[config.mk]
export PLATFORM = sky130hd
export DESIGN_NAME = fp_add
export DESIGN_NICKNAME = d
export VERILOG_FILES = /design/src/rtl/fp_add.sv
export SDC_FILE = /design/constraint.sdc
export NUM_CORES = 1
export LEC_CHECK = 0
export ABC_CLOCK_PERIOD_IN_PS = 4900
export BUFFER_PORTS_ARGS = -buffer_cell sky130_fd_sc_hd__buf_2
export CORE_UTILIZATION = 56
export DETAILED_ROUTE_END_ITERATION = 6
export PLACE_DENSITY = 0.87
export SLEW_MARGIN = 20
export SYNTH_ARGS = -nofsm -noshare
export SYNTH_HDL_FRONTEND = slang
export SYNTH_SLANG_ARGS = --single-unit
[constraint.sdc]
create_clock -name clk -period 4.9 [get_ports clk]
set_input_delay 0.98 -clock clk [delete_from_list [all_inputs] [get_ports clk]]
set_output_delay 0.98 -clock clk [all_outputs]
set_load 0.02 [all_outputs]
[src/rtl/fp_add.sv]
// Multi-cycle IEEE-754 binary32 adder with round-to-nearest-even and a start/done handshake.
// Optional macro FPADD_DAZ_EN: denormal inputs read as signed zero, denormal results flush to signed zero.
module fp_add (
    input  logic        clk,
    input  logic        reset,
    input  logic        start,
    input  logic [31:0] a,
    input  logic [31:0] b,
    output logic [31:0] sum,
    output logic        done,
    output logic [2:0]  dbg_state
);

`ifdef FPADD_DAZ_EN
    localparam logic DAZ = 1'b1;
`else
    localparam logic DAZ = 1'b0;
`endif

    typedef enum logic [2:0] {
        S_IDLE, S_UNPACK, S_ALIGN, S_ADD, S_NORM, S_ROUND, S_DONE
    } state_t;

    state_t      r_state, w_state_nx;
    logic [31:0] r_a, r_b, r_sum;
    logic        r_done, r_sa, r_sb, r_sign, r_sub;
    logic [7:0]  r_ea, r_eb;
    logic [26:0] r_ma, r_mb, r_mx, r_my;
    logic [8:0]  r_exp;

    // Operand classification (UNPACK)
    logic [7:0]  w_ea, w_eb;
    logic [22:0] w_fa, w_fb;
    logic        w_a_nan, w_b_nan, w_a_inf, w_b_inf, w_a_zero, w_b_zero;
    logic        w_special;
    logic [31:0] w_special_val;

    assign w_ea     = r_a[30:23];
    assign w_eb     = r_b[30:23];
    assign w_fa     = r_a[22:0];
    assign w_fb     = r_b[22:0];
    assign w_a_nan  = (w_ea == 8'hFF) && (w_fa != 23'd0);
    assign w_b_nan  = (w_eb == 8'hFF) && (w_fb != 23'd0);
    assign w_a_inf  = (w_ea == 8'hFF) && (w_fa == 23'd0);
    assign w_b_inf  = (w_eb == 8'hFF) && (w_fb == 23'd0);
    assign w_a_zero = (w_ea == 8'd0) && ((w_fa == 23'd0) || DAZ);
    assign w_b_zero = (w_eb == 8'd0) && ((w_fb == 23'd0) || DAZ);
    assign w_special = w_a_nan | w_b_nan | w_a_inf | w_b_inf | (w_a_zero & w_b_zero);

    always_comb begin
        w_special_val = {r_a[31] & r_b[31], 31'd0};
        if (w_a_nan || w_b_nan)
            w_special_val = 32'h7FC00000;
        else if (w_a_inf && w_b_inf && (r_a[31] != r_b[31]))
            w_special_val = 32'h7FC00000;
        else if (w_a_inf)
            w_special_val = {r_a[31], 8'hFF, 23'd0};
        else if (w_b_inf)
            w_special_val = {r_b[31], 8'hFF, 23'd0};
    end

    // Alignment: the larger magnitude stays put, the smaller is shifted with sticky collection
    logic        w_a_big;
    logic [7:0]  w_e_big, w_e_sml, w_diff;
    logic [26:0] w_m_big, w_m_sml, w_shifted, w_mask, w_m_aln;
    logic        w_lost;

    assign w_a_big   = {r_ea, r_ma} >= {r_eb, r_mb};
    assign w_e_big   = w_a_big ? r_ea : r_eb;
    assign w_e_sml   = w_a_big ? r_eb : r_ea;
    assign w_m_big   = w_a_big ? r_ma : r_mb;
    assign w_m_sml   = w_a_big ? r_mb : r_ma;
    assign w_diff    = w_e_big - w_e_sml;
    assign w_shifted = w_m_sml >> w_diff;
    assign w_mask    = ~(27'h7FFFFFF << w_diff);
    assign w_lost    = |(w_m_sml & w_mask);
    assign w_m_aln   = (w_diff >= 8'd27) ? {26'd0, |w_m_sml}
                                         : {w_shifted[26:1], w_shifted[0] | w_lost};

    logic [27:0] w_sum28;
    logic        w_add_zero;
    assign w_sum28    = r_sub ? ({1'b0, r_mx} - {1'b0, r_my}) : ({1'b0, r_mx} + {1'b0, r_my});
    assign w_add_zero = (w_sum28 == 28'd0);

    logic w_norm_stop, w_norm_flush;
    assign w_norm_stop  = r_mx[26] || (r_exp == 9'd1);
    assign w_norm_flush = DAZ && w_norm_stop && !r_mx[26];

    // Rounding: mantissa is hidden|frac[22:0]|G|R|S
    logic        w_inc;
    logic [24:0] w_rnd;
    logic [23:0] w_rmant;
    logic [8:0]  w_rexp;
    logic [31:0] w_result;

    assign w_inc    = r_mx[2] & (r_mx[1] | r_mx[0] | r_mx[3]);
    assign w_rnd    = {1'b0, r_mx[26:3]} + {24'd0, w_inc};
    assign w_rexp   = r_exp + {8'd0, w_rnd[24]};
    assign w_rmant  = w_rnd[24] ? w_rnd[24:1] : w_rnd[23:0];
    assign w_result = (w_rexp >= 9'd255) ? {r_sign, 8'hFF, 23'd0}
                    : {r_sign, (w_rmant[23] ? w_rexp[7:0] : 8'h00), w_rmant[22:0]};

    always_ff @(posedge clk or negedge reset) begin
        if (!reset) r_state <= S_IDLE;
        else        r_state <= w_state_nx;
    end

    always_comb begin
        w_state_nx = r_state;
        case (r_state)
            S_IDLE, S_DONE: if (start) w_state_nx = S_UNPACK;
            S_UNPACK:       w_state_nx = w_special ? S_DONE : S_ALIGN;
            S_ALIGN:        w_state_nx = S_ADD;
            S_ADD:          w_state_nx = w_add_zero ? S_DONE : S_NORM;
            S_NORM: begin
                if (w_norm_flush)     w_state_nx = S_DONE;
                else if (w_norm_stop) w_state_nx = S_ROUND;
            end
            S_ROUND:        w_state_nx = S_DONE;
            default:        w_state_nx = S_IDLE;
        endcase
    end

    always_ff @(posedge clk or negedge reset) begin
        if (!reset) begin
            r_done <= 1'b0;
            r_sum  <= 32'd0;
            r_a    <= 32'd0;
            r_b    <= 32'd0;
            r_sa   <= 1'b0;
            r_sb   <= 1'b0;
            r_ea   <= 8'd0;
            r_eb   <= 8'd0;
            r_ma   <= 27'd0;
            r_mb   <= 27'd0;
            r_mx   <= 27'd0;
            r_my   <= 27'd0;
            r_exp  <= 9'd0;
            r_sign <= 1'b0;
            r_sub  <= 1'b0;
        end else begin
            r_done <= (w_state_nx == S_DONE);
            case (r_state)
                S_IDLE, S_DONE: begin
                    if (start) begin
                        r_a <= a;
                        r_b <= b;
                    end
                end
                S_UNPACK: begin
                    if (w_special) r_sum <= w_special_val;
                    r_sa <= r_a[31];
                    r_sb <= r_b[31];
                    r_ea <= (w_ea == 8'd0) ? 8'd1 : w_ea;
                    r_eb <= (w_eb == 8'd0) ? 8'd1 : w_eb;
                    r_ma <= w_a_zero ? 27'd0 : {(w_ea != 8'd0), w_fa, 3'b000};
                    r_mb <= w_b_zero ? 27'd0 : {(w_eb != 8'd0), w_fb, 3'b000};
                end
                S_ALIGN: begin
                    r_mx   <= w_m_big;
                    r_my   <= w_m_aln;
                    r_exp  <= {1'b0, w_e_big};
                    r_sign <= w_a_big ? r_sa : r_sb;
                    r_sub  <= r_sa ^ r_sb;
                end
                S_ADD: begin
                    // Exact cancellation always yields +0; both-zero cases never get here
                    if (w_add_zero) begin
                        r_sum <= 32'd0;
                    end else if (w_sum28[27]) begin
                        r_mx  <= {w_sum28[27:2], w_sum28[1] | w_sum28[0]};
                        r_exp <= r_exp + 9'd1;
                    end else begin
                        r_mx <= w_sum28[26:0];
                    end
                end
                S_NORM: begin
                    if (w_norm_flush) begin
                        r_sum <= {r_sign, 31'd0};
                    end else if (!w_norm_stop) begin
                        r_mx  <= {r_mx[25:0], 1'b0};
                        r_exp <= r_exp - 9'd1;
                    end
                end
                S_ROUND: r_sum <= w_result;
                default: ;
            endcase
        end
    end

    assign sum       = r_sum;
    assign done      = r_done;
    assign dbg_state = r_state;

endmodule

==> impl_results.md <==
* Status: finished clean
* Max-cap violations at 0
* FMAX at 205.2 MHz
* Hold WS at 0.4664 ns
* Maximum root-to-sink buffer count at 3
* Reg clk slew, reported paths at 0.06 ns
* Vias in the first global route at 14260
* CTS Sinks at 231
* TritonCTS Buffers at 25
* Crit path time final at 4.874 ns
* PnR worst setup slack at 0.02560 ns
* WP data arrival at 5.29 ns
* Top FF cell, synth: dfrtp_1
* CORE AREA at 0.02886 mm²
* Final Max Slew Viols at 0
* Vias per inst at 6.493
* Yosys reg bits at 231
* Distinct cells, synth at 93
* Commonest non-fill, non-tap cell in the layout: dfrtp_1
* FP Rows at 62
* Clk_skew at 0.008819 ns
* Mapped Avg Cell Area at 9.013 µm²
* Fin cells at 2353
* Part of the cycle the worst path needs at 0.9948
* Mapped Cells at 1833
* Syn Nets at 1969
* Layout cells sized above 1 at 0.2241
* Fill cells at 2234
* GRT met3 Usage at 0.04715
* Final ANT Viol Nets at 0
* GPL Wtd Cong at 1.033
* I/O Buffers at 102
* Unrepaired setup endpoints after global routing: yes
* Slew @ Worst Pin at 1.138 ns
* DR iter-0 viols at 1783
* Final wirelength at 49720 µm
* Root buffer cell: clkbuf_16
* Drt pass-1 iters at 5
* Slew HR at 0.2398
* All-Layer GR Usage at 0.3155
* TritonCTS clock tree: yes
* Yosys warns at 0
* Setup crit end kind: flop
* Met1 GRT Util at 0.4162
* H-tree depth at 1
* Grt met2 use at 0.5140
* Die area at 0.03019 mm²
* Initial antenna violation count at 3
* Via count at 15280
* CP Data Required Time at 5.32 ns
* Crit path kind: flop to flop
* IO Pins at 103
* # setup viols final at 0
* Setup TNS at 0 ns
* Initial Utilization at 0.5725
* Die width at 173.8 µm
* DP Worst Slack at -0.03337 ns
* Detailed Place HPWL at 36100 µm
* Nets@finish at 2086
* Worst Hold Class: input port to asynchronous set/reset pin
* Startpoint types: flop
* Total grt overflow at 0
* Layer carrying the most global-route usage: met2
* Die Ht at 173.8 µm
* Register area share after synthesis at 0.3499
* Post-synthesis cell area at 0.01652 mm²
* Area grow syn2layout at 14.29%
* Post-synth EDFFs at 0
* Dpl cells at 2283
* Clk Latency, worst-skew pair at 0.54 ns
* Async SR Flop Fraction at 1.000
* Residual DRC at 0
* Crit-path max FO at 7
* Most frequent cells in the layout: dfrtp_1 (231), nand2_1 (226), a21oi_1 (126), nor2_1 (120)
* Hold Fails Final Rpt at 0
* Drt wl/cell at 21.13 µm
* First-pass GRT wire length at 76500 µm
* Pin count of the biggest net entering global routing at 121
==> critical path, stage by stage (launching register included) <==
cell and delay, ns:
dfrtp_1 0.42, nor4_4 0.35, nand3_2 0.16, nor3b_4 0.25
nand3b_1 0.17, nor2_1 0.13, nor2_1 0.07, xnor2_1 0.14
ha_1 0.40, nand4_1 0.19, or3_1 0.40, a31oi_2 0.20
nor3_2 0.08, o31ai_1 0.23, a21oi_1 0.12, xnor2_1 0.25
or2_4 0.18, nor4b_4 0.05, buf_6 0.14, nor2b_4 0.26
clkbuf_16 0.22, mux2_2 0.34
==> sequential cells by signal (all words and copies together) (netlist names), 8 cells and up <==
name / flops
r_eb: 8
sum: 32
r_mb: 24
r_ea: 8
r_ma: 24
r_a: 32
r_mx: 27
r_b: 32
r_exp: 9
r_my: 27
==> stage by stage <==
stage,instance area (µm²),util
after floorplan,16540,-
after global placement,17660,0.6119
after detailed placement,17660,0.6119
after CTS,18460,0.6398
after global routing,18880,0.6542
final,18880,0.6543
==> repair_timing <==
action                                  4_1_cts  5_1_grt
gates resized for setup                       1       31
gates cloned                                  0        8
hold endpoints to repair                      0        0
endpoints found under the setup margin       25       87
buffers inserted                              1       15
pin swaps                                     2       47
hold buffers                                  0        0
==> path summary, 6_finish.rpt <==
path                            startpoint  endpoint  slack (ns)  depth (start not counted)
worst max-delay path               r_my[3]   r_mx[7]        0.03                         21
max in group asynchronous            reset  r_my[17]        3.33                          2
worst min-delay path                 reset    sum[4]        0.47                          1
min in group clk                   sum[20]   sum[20]        0.50                          1
worst max register to register     r_my[3]   r_mx[7]        0.03                         21
worst min register to register     sum[20]   sum[20]        0.50                          1
==> cell usage after synthesis (all sizes together) (11+ instances only) <==
master	count	area share
a211oi	19	0.0092
a21o	18	0.0082
a21oi	129	0.040
a22o	16	0.0085
a31oi	26	0.010
and2	14	0.0055
and3	14	0.0053
buf	31	0.012
clkbuf	71	0.016
dfrtp	231	0.35
ha	68	0.051
inv	71	0.016
mux2	133	0.095
mux2i	81	0.050
nand2	229	0.052
nand2b	16	0.0061
nand3	48	0.015
nand4	27	0.010
nor2	125	0.029
nor2b	16	0.0061
nor3	38	0.012
nor4	25	0.011
o211ai	13	0.0065
o21a	12	0.0055
o21ai	125	0.038
o21bai	11	0.0050
xnor2	59	0.033
xor2	20	0.011
==> cell families after synthesis <==
group | share of synthesized area
and+or+nand+nor | 0.1762
AOI/OAI and AO/OA | 0.1837
DFF | 0.3499
muxes | 0.1500
buffers and inverters | 0.04431
xor gates and xnor gates | 0.04324
adders and majority gates | 0.05271
==> layout make-up <==
class	instances	area [µm²]	share of cell area
Multi-Input combinational cell	1431	10230	0.5418
Sequential cell	231	5781	0.3061
Clock buffer	35	713.2	0.03777
Tap cell	384	480.5	0.02545
Timing Repair Buffer	190	1328	0.07031
Clock inverter	10	81.33	0.004307
Inverter	71	266.5	0.01411
Antenna cell	1	2.502	0.0001325
==> metal layers <==
layer  routed length, µm  part of all wire
met5                  13           0.00026
met4                2855             0.057
met3                4036             0.081
met2               23160              0.47
met1               19640              0.40
Power is left out: the tool's default activity adds up to more than one toggle a clock period on the data nets, which glitch-free logic cannot reach.
